<file path="src/rtl/pong_game_ctrl_if.sv">
// pong_game_ctrl_if: game-event inputs and game-state outputs between the Pong controller and its surroundings
interface pong_game_ctrl_if;
  logic       i_tick60;
  logic       i_btn_start;
  logic       i_hit;
  logic       i_miss;
  logic       o_ball_run;
  logic       o_ball_load;
  logic [7:0] o_score_bcd;
  logic [1:0] o_lives;
  logic [1:0] o_level;
  logic [2:0] o_state;
  logic       o_game_over;
  modport master (
    output i_tick60, i_btn_start, i_hit, i_miss,
    input  o_ball_run, o_ball_load, o_score_bcd, o_lives, o_level, o_state, o_game_over
  );
  modport slave (
    input  i_tick60, i_btn_start, i_hit, i_miss,
    output o_ball_run, o_ball_load, o_score_bcd, o_lives, o_level, o_state, o_game_over
  );
endinterface

</file>
<file path="src/rtl/pong_game_ctrl.sv">
// pong_game_ctrl: Pong game-flow FSM with BCD score, lives and speed level; macro PONG_SPEEDUP_EN enables hit-driven level increments
module pong_game_ctrl #(
  parameter int LIVES          = 3,
  parameter int SERVE_FRAMES   = 60,
  parameter int MISS_FRAMES    = 120,
  parameter int HITS_PER_LEVEL = 4,
  parameter int MAX_LEVEL      = 3
) (
  input logic             clk,
  input logic             rst,
  pong_game_ctrl_if.slave bus
);
  typedef enum logic [2:0] {
    S_IDLE  = 3'd0,
    S_SERVE = 3'd1,
    S_PLAY  = 3'd2,
    S_MISS  = 3'd3,
    S_OVER  = 3'd4
  } state_t;
  localparam int FMAX = (SERVE_FRAMES > MISS_FRAMES) ? SERVE_FRAMES : MISS_FRAMES;
  localparam int FW   = ($clog2(FMAX + 1) > 7) ? $clog2(FMAX + 1) : 7;
  state_t        r_state;
  state_t        w_next;
  logic [FW-1:0] r_frame;
  logic          r_btn;
  logic [7:0]    r_score;
  logic [1:0]    r_lives;
  logic          r_run;
  logic          r_load;
  logic          r_over;
  logic          w_load;
  logic          w_start;
  logic          w_play_hit;
  logic          w_play_miss;
  logic          w_timed;
  logic [7:0]    w_score_inc;
  assign w_start     = bus.i_btn_start & ~r_btn & ((r_state == S_IDLE) | (r_state == S_OVER));
  assign w_play_miss = (r_state == S_PLAY) & bus.i_miss;
  assign w_play_hit  = (r_state == S_PLAY) & bus.i_hit & ~bus.i_miss;
  assign w_timed     = (r_state == S_SERVE) | (r_state == S_MISS);
  assign w_score_inc = (r_score == 8'h99) ? r_score :
                       (r_score[3:0] == 4'd9) ? {r_score[7:4] + 4'd1, 4'd0} :
                       {r_score[7:4], r_score[3:0] + 4'd1};
  // Registered copy of the button; resets high so a button held through reset is not a start
  always_ff @(posedge clk or negedge rst)
    if (!rst) r_btn <= 1'b1;
    else      r_btn <= bus.i_btn_start;
  // Game phase register
  always_ff @(posedge clk or negedge rst)
    if (!rst) r_state <= S_IDLE;
    else      r_state <= w_next;
  // Phase transitions and the re-centre request that accompanies each entry into SERVE
  always_comb begin
    w_next = r_state;
    w_load = 1'b0;
    case (r_state)
      S_IDLE, S_OVER: if (w_start) begin
        w_next = S_SERVE;
        w_load = 1'b1;
      end
      S_SERVE: if (bus.i_tick60 && r_frame == FW'(SERVE_FRAMES - 1)) w_next = S_PLAY;
      S_PLAY:  if (bus.i_miss) w_next = S_MISS;
      S_MISS:  if (bus.i_tick60 && r_frame == FW'(MISS_FRAMES - 1)) begin
        w_next = (r_lives == 2'd0) ? S_OVER : S_SERVE;
        w_load = (r_lives != 2'd0);
      end
      default: w_next = S_IDLE;
    endcase
  end
  // Frame pacing, score, lives and registered phase outputs
  always_ff @(posedge clk or negedge rst)
    if (!rst) begin
      r_frame <= '0;
      r_score <= 8'h00;
      r_lives <= 2'(LIVES);
      r_run   <= 1'b0;
      r_load  <= 1'b0;
      r_over  <= 1'b0;
    end else begin
      r_frame <= (w_next != r_state) ? '0 : (bus.i_tick60 && w_timed) ? r_frame + FW'(1) : r_frame;
      r_score <= w_start ? 8'h00 : w_play_hit ? w_score_inc : r_score;
      r_lives <= w_start ? 2'(LIVES) : w_play_miss ? r_lives - 2'd1 : r_lives;
      r_run   <= (w_next == S_PLAY);
      r_load  <= w_load;
      r_over  <= (w_next == S_OVER);
    end
`ifdef PONG_SPEEDUP_EN
  localparam int HW = (HITS_PER_LEVEL > 1) ? $clog2(HITS_PER_LEVEL) : 1;
  logic [HW-1:0] r_hits;
  logic [1:0]    r_level;
  // Every HITS_PER_LEVEL-th paddle hit raises the speed level, saturating at MAX_LEVEL
  always_ff @(posedge clk or negedge rst)
    if (!rst) begin
      r_hits  <= '0;
      r_level <= 2'd0;
    end else if (w_start) begin
      r_hits  <= '0;
      r_level <= 2'd0;
    end else if (w_play_hit) begin
      r_hits  <= (r_hits == HW'(HITS_PER_LEVEL - 1)) ? '0 : r_hits + HW'(1);
      r_level <= (r_hits != HW'(HITS_PER_LEVEL - 1) || r_level >= 2'(MAX_LEVEL)) ? r_level : r_level + 2'd1;
    end
  assign bus.o_level = r_level;
`else
  logic w_unused_cfg;
  assign w_unused_cfg = ^{HITS_PER_LEVEL, MAX_LEVEL};
  assign bus.o_level  = 2'd0;
`endif
  assign bus.o_state     = r_state;
  assign bus.o_ball_run  = r_run;
  assign bus.o_ball_load = r_load;
  assign bus.o_score_bcd = r_score;
  assign bus.o_lives     = r_lives;
  assign bus.o_game_over = r_over;
endmodule

</file>
<file path="src/flat_wrapper.sv">
// flat-port wrapper written by rule: the top's interface ports become plain ports
module pong_game_ctrl_flat 
#(
  parameter int LIVES          = 3,
  parameter int SERVE_FRAMES   = 60,
  parameter int MISS_FRAMES    = 120,
  parameter int HITS_PER_LEVEL = 4,
  parameter int MAX_LEVEL      = 3
)
  (clk, rst, bus_i_tick60, bus_i_btn_start, bus_i_hit, bus_i_miss, bus_o_ball_run, bus_o_ball_load, bus_o_score_bcd, bus_o_lives, bus_o_level, bus_o_state, bus_o_game_over);
  pong_game_ctrl_if bus_i ();
  input logic clk;
  input logic rst;
  input wire logic [$bits(bus_i.i_tick60)-1:0] bus_i_tick60;
  input wire logic [$bits(bus_i.i_btn_start)-1:0] bus_i_btn_start;
  input wire logic [$bits(bus_i.i_hit)-1:0] bus_i_hit;
  input wire logic [$bits(bus_i.i_miss)-1:0] bus_i_miss;
  output wire logic [$bits(bus_i.o_ball_run)-1:0] bus_o_ball_run;
  output wire logic [$bits(bus_i.o_ball_load)-1:0] bus_o_ball_load;
  output wire logic [$bits(bus_i.o_score_bcd)-1:0] bus_o_score_bcd;
  output wire logic [$bits(bus_i.o_lives)-1:0] bus_o_lives;
  output wire logic [$bits(bus_i.o_level)-1:0] bus_o_level;
  output wire logic [$bits(bus_i.o_state)-1:0] bus_o_state;
  output wire logic [$bits(bus_i.o_game_over)-1:0] bus_o_game_over;
  assign bus_i.i_tick60 = bus_i_tick60;
  assign bus_i.i_btn_start = bus_i_btn_start;
  assign bus_i.i_hit = bus_i_hit;
  assign bus_i.i_miss = bus_i_miss;
  assign bus_o_ball_run = bus_i.o_ball_run;
  assign bus_o_ball_load = bus_i.o_ball_load;
  assign bus_o_score_bcd = bus_i.o_score_bcd;
  assign bus_o_lives = bus_i.o_lives;
  assign bus_o_level = bus_i.o_level;
  assign bus_o_state = bus_i.o_state;
  assign bus_o_game_over = bus_i.o_game_over;
  pong_game_ctrl #(.LIVES(LIVES), .SERVE_FRAMES(SERVE_FRAMES), .MISS_FRAMES(MISS_FRAMES), .HITS_PER_LEVEL(HITS_PER_LEVEL), .MAX_LEVEL(MAX_LEVEL)) u_core (.clk(clk), .rst(rst), .bus(bus_i));
endmodule
</file>
<file path="config.mk">
export PLATFORM = sky130hd
export DESIGN_NAME = pong_game_ctrl_flat
export DESIGN_NICKNAME = d
export VERILOG_FILES = /design/src/rtl/pong_game_ctrl_if.sv /design/src/rtl/pong_game_ctrl.sv /design/src/flat_wrapper.sv
export SDC_FILE = /design/constraint.sdc
export NUM_CORES = 1
export LEC_CHECK = 0
export ABC_AREA = 0
export CAP_MARGIN = 5
export CORE_ASPECT_RATIO = 0.6
export CORE_MARGIN = 3
export CORE_UTILIZATION = 35
export CTS_CLUSTER_DIAMETER = 200
export DETAILED_ROUTE_END_ITERATION = 7
export PLACE_DENSITY_LB_ADDON = 0.05
export SETUP_SLACK_MARGIN = 0.15
export SLEW_MARGIN = 25
export SYNTH_ARGS = -nofsm -noshare
export SYNTH_HDL_FRONTEND = slang
export SYNTH_SLANG_ARGS = --single-unit
</file>
<file path="constraint.sdc">
create_clock -name clk -period 3.2 [get_ports clk]
set_input_delay 0.96 -clock clk [delete_from_list [all_inputs] [get_ports clk]]
set_output_delay 0.96 -clock clk [all_outputs]
set_load 0.02 [all_outputs]
</file>
==> impl_metrics.toml, run 1 <==
[drt]
drt_iter0_markers = 92
ant_nets = 0
vias = 1072
wl_um = 2990
firstDrtPassIters = 4
routedWlPerCell_um = 14.6
routed_via_density = 5.23
route.detailed.drc = 0

[grt]
grtUsageTotal_pct = 14.7
antenna_found_initial = 0
grt_pass1_wl_um = 5220
grt_start_max_net_pins = 25
gr-total-overflow = 0
grt_pass1_vias = 1049

[setup_path]
worstSetupPathType = "register to output pin"
path_buf_inv = 1
r2r_setup_slack_ps = 1460
worst-r2r-cell-count = 4
worstPathArrival_ps = 1530
end_kind = "output pin"
cp_cell_sequence = "clkdlybuf4s50_1"
cp-start-kind = "register"
slowest_delay_ps = 680
required_ps = 2240
crit_family = "buffers and inverters"
cp_max_fo = 12
reg2reg_to = "u_core.r_frame[4]$_DFFE_PN0P_"
r2r-start = "u_core.bus.o_state[1]$_DFF_PN0_"
cp_slowest_cell = "clkdlybuf4s50_1"

[place]
placedCellCount = 201
dp_hpwl_um = 2250
io_buffers = 21
place.gp.congestion = 0.809
placed_area_mm2 = 0.00160

[clock_tree]
clockBufferDepth = 2
cts-resized-gates = 0
clk_pin_slew_ps = 80
cts_made_buffers = 3
insertion_delay_ps = 260
postCtsHoldBufs = 0
clkSinkCount = 24
postCtsSetupRepairBufs = 0
h-tree-depth = 1
cts_root_buffer = "clkbuf_8"
cts_tree = "done"

[logic_synthesis]
ys_ff_latch = 24
synth_edf_count = 0
synth_area_per_cell_um2 = 9.81
synth_cell_type_count = 40
synthAdderAreaFrac_pct = 5.55
synth_mux_area_share_pct = 1.48
synthXorXnorAreaFrac_pct = 5.18
synth_top_family_by_area = "simple AND/OR/NAND/NOR gates"
synth.cell_area_mm2 = 0.00135
yosys_warnings = 0
synth_simple_gate_area_share_pct = 26.8
ys_seq_area_share_pct = 44.6
synth_compound_area_share_pct = 11.4
synthArstFlopShare_pct = 100
netlist_instances = 138
synthFlopType = "dfrtp_1"

[sta]
final-setup-viol-count = 0
report.final.slew_viol_count = 0
rsz0062_at_grt = "false"
fin_crit_ps = 2490
finClkSkew_ps = 5.30
finalCritPeriodShare_pct = 77.9
fin_setup_tns_ps = 0
fmax_mhz = 401
hold_viol_final = 0

[finish]
diodes = 0
syn_to_final_growth_pct = 22.1
register_area_um2 = 604
multiInputGateArea_um2 = 689
fin_area_mm2 = 0.00165
layout.cells.non_filler = 205
drive_gt1_share_pct = 8.75
fillerInstances = 348
final_nets = 173
post-route-util_pct = 47.4

[power]
pwr-share-clk_pct = 23.5
ir_drop_mv = 0.290
seqPwrFrac_pct = 50.2
power.leakage_uw = 0.000695
swShare_pct = 33.5
finalPower_uw = 860
powerDensity_mw_per_mm2 = 521
power.internal_uw = 572
p_sw_uw = 288
p_comb_share_pct = 26.2

[floorplanning]
dieWidth_um = 86.3
rows = 16
core_area_mm2 = 0.00348
initial_core_util_pct = 38.9
die-height_um = 54.2
dieArea_mm2 = 0.00467
io_pins = 24

[worst_hold_path]
hp-class = "register to register"
hold_end = "u_core.bus.o_lives[1]$_DFFE_PN1P_"
min_path_cells = 2
worstHoldStart = "u_core.bus.o_lives[1]$_DFFE_PN1P_"

[outcome]
status = "completed"

[run]
max_cap_viol_count = 0
==> placed cells by master, fill, tap and decap left out, types with 4 or more instances in the layout <==
master,instances
clkbuf_8,4
xnor2_1,5
o211ai_1,4
inv_1,8
a21oi_1,9
nand3b_1,4
ha_1,6
or3_1,4
dfrtp_1,21
nand2_1,12
clkdlybuf4s50_1,21
o21ai_0,5
nand3_1,6
nor2_1,12
==> area by class of cell <==
class                           count  share of cell area (%)
Multi-Input combinational cell    102                    41.7
Clock buffer                        4                    3.33
Sequential cell                    24                    36.6
Inverter                            8                    1.82
Tap cell                           45                    3.41
Timing Repair Buffer               22                    13.2
==> per-stage QoR <==
| step | worst slack (ps) | hold WS, ps |
|---|---|---|
| final | 706 | 529 |
| after global routing | 663 | 546 |
| after CTS | 702 | 534 |
| after detailed placement | 681 | 522 |
| after global placement | 712 | 494 |
| after floorplan | 1260 | 517 |
==> metal layers <==
| metal | wire length [um] | global-route usage [%] | vias to the layer above |
|---|---|---|---|
| li1 | - | - | 526 |
| met1 | 1670 | 22.4 | 520 |
| met2 | 1150 | 20.7 | 24 |
| met3 | 148 | 4.28 | 2 |
| met4 | 14 | 2.33 | 0 |
| met5 | 0 | 0 | - |
==> synth_stat cells, drive strengths merged, types with 4 or more instances <==
| cell type | count | share of area (%) |
|---|---|---|
| xnor2 | 5 | 3.2 |
| o21ai | 5 | 1.8 |
| nor2 | 12 | 3.3 |
| or3 | 4 | 1.8 |
| dfrtp | 21 | 39 |
| a21oi | 9 | 3.3 |
| o211ai | 4 | 2.2 |
| ha | 6 | 5.5 |
| inv | 8 | 2.2 |
| nand3b | 4 | 2.2 |
| nand3 | 6 | 2.2 |
| nand2 | 12 | 3.3 |
==> power by group through the flow <==
stage	combinational [uW]	sequential [uW]	clock (uW)
CTS	228	431	210
global placement	220	435	0
finish	226	432	203
detailed placement	225	436	0
floorplan	167	422	0
global route	258	442	224
==> kinds of logic (layout without fill, tap and decap cells) <==
kind of cell	after synthesis	count (layout)
mux	2	2
buf+inv	13	34
xor+xnor	8	8
fa+ha+maj	6	6
simple gates	60	60
flops	24	24
other cells	1	2
compound gates	24	24
==> worst max path at each step <==
stage,startpoint,endpoint,slack (ps),cells past startpoint
finish,u_core.bus.o_state[2]$_DFF_PN0_,bus_o_state[2],710,1
global route,u_core.bus.o_state[2]$_DFF_PN0_,bus_o_state[2],660,1
CTS,u_core.bus.o_state[2]$_DFF_PN0_,bus_o_state[2],700,1
detailed placement,bus_i_miss,u_core.bus.o_score_bcd[7]$_DFFE_PN0P_,680,5
global placement,bus_i_miss,u_core.bus.o_score_bcd[7]$_DFFE_PN0P_,710,5
floorplan,bus_i_miss,u_core.bus.o_score_bcd[7]$_DFFE_PN0P_,1260,4
==> sequential cells by signal (all words and copies together) (netlist names) <==
register                flops
u_core.r_btn                1
u_core.bus.o_ball_run       1
u_core.bus.o_game_over      1
u_core.bus.o_ball_load      1
u_core.bus.o_score_bcd      8
u_core.bus.o_state          3
u_core.r_frame              7
u_core.bus.o_lives          2
Power figures use the tool's default switching activity.
==> inputs of run 2 (changes only) <==
clock period = 2.4 ns   (was 3.2 ns; I/O delays follow)
==> impl_metrics.toml, run 2 (synthesis results as in run 1) <==
[drt]
drt_iter0_markers = 108
vias = 1057
wl_um = 2900
routed_via_density = 5.13
ant_nets = 0
routedWlPerCell_um = 14.1
route.detailed.drc = 0
firstDrtPassIters = 4

[sta]
final-setup-viol-count = 0
finalCritPeriodShare_pct = 91.7
fin_setup_tns_ps = 0
finClkSkew_ps = 4.02
rsz0062_at_grt = "false"
timing.hold.ws_ps = 515
report.final.slew_viol_count = 0
fin_crit_ps = 2200
hold_viol_final = 0
fmax_mhz = 454

[finish]
drive_gt1_share_pct = 9.94
final_common_cell = "clkdlybuf4s50_1"
syn_to_final_growth_pct = 22.7
diodes = 0
final_cell_mix = "clkdlybuf4s50_1 (21), dfrtp_1 (20), nand2_1 (12), nor2_1 (12), a21oi_1 (9)"
final_nets = 174
largest_reg_flops = 8

[setup_path]
cp_max_fo = 8
worstSetupPathType = "register to output pin"
end_kind = "output pin"
worstPathArrival_ps = 1480
path_buf_inv = 1
cp-start-kind = "register"
cp_slowest_cell = "clkdlybuf4s50_1"
crit_family = "buffers and inverters"
slowest_delay_ps = 670
required_ps = 1680
cp_cell_sequence = "clkdlybuf4s50_1"

[run]
max_cap_viol_count = 0

[grt]
grtUsageTotal_pct = 14.2
gr-total-overflow = 0
grt_pass1_vias = 968
grt_pass1_wl_um = 4960
antenna_found_initial = 0
grt_start_max_net_pins = 25

[clock_tree]
clk_pin_slew_ps = 80
clockBufferDepth = 2
cts_tree = "done"
postCtsHoldBufs = 0
cts_made_buffers = 3
clkSinkCount = 24
postCtsSetupRepairBufs = 0
cts_root_buffer = "clkbuf_8"
insertion_delay_ps = 270
h-tree-depth = 1

[floorplanning]
die-height_um = 54.2
rows = 16
dieArea_mm2 = 0.00467
dieWidth_um = 86.3
core_area_mm2 = 0.00348
initial_core_util_pct = 38.9
io_pins = 24

[place]
dp_hpwl_um = 2220
place.gp.congestion = 0.824
io_buffers = 21

[power]
ir_drop_mv = 0.341
powerDensity_mw_per_mm2 = 690
power.leakage_uw = 0.000698

[outcome]
status = "completed"

[worst_hold_path]
hp-class = "register to register"
==> run 2: changes by cell type in the layout (fill, tap and decap cells not counted), sizes merged <==
cell / delta
buf: +1
==> run 2: path summary, 6_finish.rpt <==
check / end / slack (ps) / depth (start not counted) / from
min: u_core.bus.o_lives[1]$_DFFE_PN1P_ / 520 / 2 / u_core.bus.o_lives[1]$_DFFE_PN1P_
max: bus_o_state[0] / 200 / 1 / u_core.bus.o_state[0]$_DFF_PN0_
min reg2reg: u_core.bus.o_lives[1]$_DFFE_PN1P_ / 520 / 2 / u_core.bus.o_lives[1]$_DFFE_PN1P_
min in group asynchronous: u_core.r_frame[2]$_DFFE_PN0P_ / 800 / 2 / rst
max reg2reg: u_core.bus.o_score_bcd[7]$_DFFE_PN0P_ / 670 / 6 / u_core.bus.o_score_bcd[1]$_DFFE_PN0P_
max in group asynchronous: u_core.bus.o_lives[1]$_DFFE_PN1P_ / 1310 / 2 / rst
==> run 2: repair_timing <==
item,CTS,global route
endpoints found under the hold margin,0,0
endpoints found under the setup margin,0,1
resized for setup,0,1
==> run 2: cell type report <==
type                            instances  area, um2
Clock buffer                            4       55.1
Fill cell                             337       1820
Inverter                                8       30.0
Multi-Input combinational cell        102        689
Sequential cell                        24        606
Tap cell                               45       56.3
Timing Repair Buffer                   23        225
==> run 2: metal layers <==
| layer | vias to the layer above | global-route usage [%] | wire length (um) |
|---|---|---|---|
| met5 | - | 0 | 0 |
| met4 | 0 | 3.11 | 16 |
| met3 | 3 | 4.28 | 172 |
| met2 | 29 | 18.0 | 1040 |
| met1 | 491 | 22.6 | 1660 |
| li1 | 534 | - | - |
==> run 2: where the power goes <==
group | switching, uW | total (uW) | internal [uW]
Clock | 129 | 276 | 147
Combinational | 153 | 296 | 143
Sequential | 101 | 575 | 474
Total | 383 | 1150 | 763
==> run 2: per-stage QoR <==
stage | total power (uW) | utilization (%) | cell area, um2 | worst slack (ps) | instances
final | 1150 | 47.7 | 1660 | 199 | 206
after CTS | 1160 | 47.7 | 1660 | 178 | 206
after global placement | 874 | 46.1 | 1610 | 152 | 202
after floorplan | 786 | - | 1360 | 703 | 139
after detailed placement | 875 | 46.1 | 1610 | 125 | 202
after global routing | 1230 | 47.7 | 1660 | 157 | 206
==> inputs of run 3 (changes only) <==
CORE_ASPECT_RATIO = 0.5   (was 0.6)
==> impl_metrics.toml, run 3 (synthesis results as in run 1) <==
[outcome]
status = "completed"

[floorplanning]
die-height_um = 50.0
dieArea_mm2 = 0.00470
core_area_mm2 = 0.00357
dieWidth_um = 94.0
rows = 15
initial_core_util_pct = 38.0
io_pins = 24

[grt]
grt_pass1_wl_um = 4660
grt_start_max_net_pins = 25
antenna_found_initial = 0
grtUsageTotal_pct = 12.6
grt_pass1_vias = 994
gr-total-overflow = 0

[finish]
fin_area_mm2 = 0.00166
largest_reg_flops = 8
syn_to_final_growth_pct = 22.6
diodes = 0
final_cell_mix = "clkdlybuf4s50_1 (21), dfrtp_1 (20), nand2_1 (12), nor2_1 (12), a21oi_1 (9)"
post-route-util_pct = 46.5
final_common_cell = "clkdlybuf4s50_1"
drive_gt1_share_pct = 9.32
layout.cells.non_filler = 212
final_nets = 174

[clock_tree]
clkSinkCount = 24
h-tree-depth = 1
cts_tree = "done"
cts_made_buffers = 3
insertion_delay_ps = 270
clockBufferDepth = 2
clk_pin_slew_ps = 90
cts_root_buffer = "clkbuf_8"
postCtsSetupRepairBufs = 0

[sta]
hold_viol_final = 0
report.final.slew_viol_count = 0
final-setup-viol-count = 0
finalCritPeriodShare_pct = 90.9
fin_crit_ps = 2180
finClkSkew_ps = 5.12
fin_setup_tns_ps = 0
fmax_mhz = 458
rsz0062_at_grt = "false"

[power]
ir_drop_mv = 0.352
power.leakage_uw = 0.000694
finalPower_uw = 1120
powerDensity_mw_per_mm2 = 677

[setup_path]
cp_slowest_cell = "clkdlybuf4s50_1"
cp_max_fo = 10
worstSetupPathType = "register to output pin"
cp_cell_sequence = "clkdlybuf4s50_1"
slowest_delay_ps = 670
crit_family = "buffers and inverters"
end_kind = "output pin"
cp-start-kind = "register"
path_buf_inv = 1
required_ps = 1680
worstPathArrival_ps = 1460

[drt]
wl_um = 2770
drt_iter0_markers = 30
vias = 1057
routed_via_density = 4.99
routedWlPerCell_um = 13.1
route.detailed.drc = 0
ant_nets = 0
firstDrtPassIters = 4

[place]
placed_area_mm2 = 0.00161
placedCellCount = 208
place.gp.congestion = 0.737
dp_hpwl_um = 2010
io_buffers = 21

[worst_hold_path]
hp-class = "register to register"

[run]
max_cap_viol_count = 0
run 3: cell count changes in the layout (fill, tap and decap cells not counted):
| cell | change |
|---|---|
| clkbuf_8 | -1 |
| clkbuf_1 | +1 |
run 3: metal layers:
layer  GRT usage, %  vias up  share of wire [%]
li1               -      527                  -
met1           16.4      508                 51
met2           20.8       19                 44
met3           3.66        3                3.9
met4           2.88        0               0.79
met5              0        -                  0
run 3: final timing paths:
check                                                   from                                    end  slack, ps  depth (start not counted)
hold / removal             u_core.bus.o_lives[1]$_DFFE_PN1P_      u_core.bus.o_lives[1]$_DFFE_PN1P_        520                          2
setup / recovery             u_core.bus.o_state[1]$_DFF_PN0_                         bus_o_state[1]        220                          1
hold reg to reg            u_core.bus.o_lives[1]$_DFFE_PN1P_      u_core.bus.o_lives[1]$_DFFE_PN1P_        520                          2
max in group asynchronous                                rst                 u_core.r_btn$_DFF_PN1_       1290                          2
setup reg to reg             u_core.bus.o_state[1]$_DFF_PN0_          u_core.r_frame[5]$_DFFE_PN0P_        690                          4
min in group asynchronous                                rst  u_core.bus.o_score_bcd[1]$_DFFE_PN0P_        810                          2
run 3: what timing repair did:
action                                  in CTS  in global routing
hold buffers                                 0                  0
endpoints found under the setup margin       0                  1
gates resized for setup                      0                  1
run 3: metrics by stage:
step	hold slack (ps)	worst slack, ps
after floorplan	424	703
after global placement	499	167
after detailed placement	507	134
after CTS	521	180
after global routing	538	161
final	517	218
run 3: layout make-up:
class	instances	area, um2
Timing Repair Buffer	23	225
Clock buffer	4	45.0
Inverter	8	30.0
Multi-Input combinational cell	102	689
Fill cell	352	1910
Tap cell	51	63.8
Sequential cell	24	606
run 3: power by group:
| group | switching [uW] | internal [uW] |
|---|---|---|
| registers | 98.9 | 474 |
| clock network | 140 | 119 |
| logic | 149 | 142 |
| total | 388 | 735 |
run 3: worst reg2reg max path: stages, from the launching register on:
cell and delay [ps]:
dfrtp_1 490, or4b_4 560, a211oi_1 220, o21bai_2 230
nor2_1 100
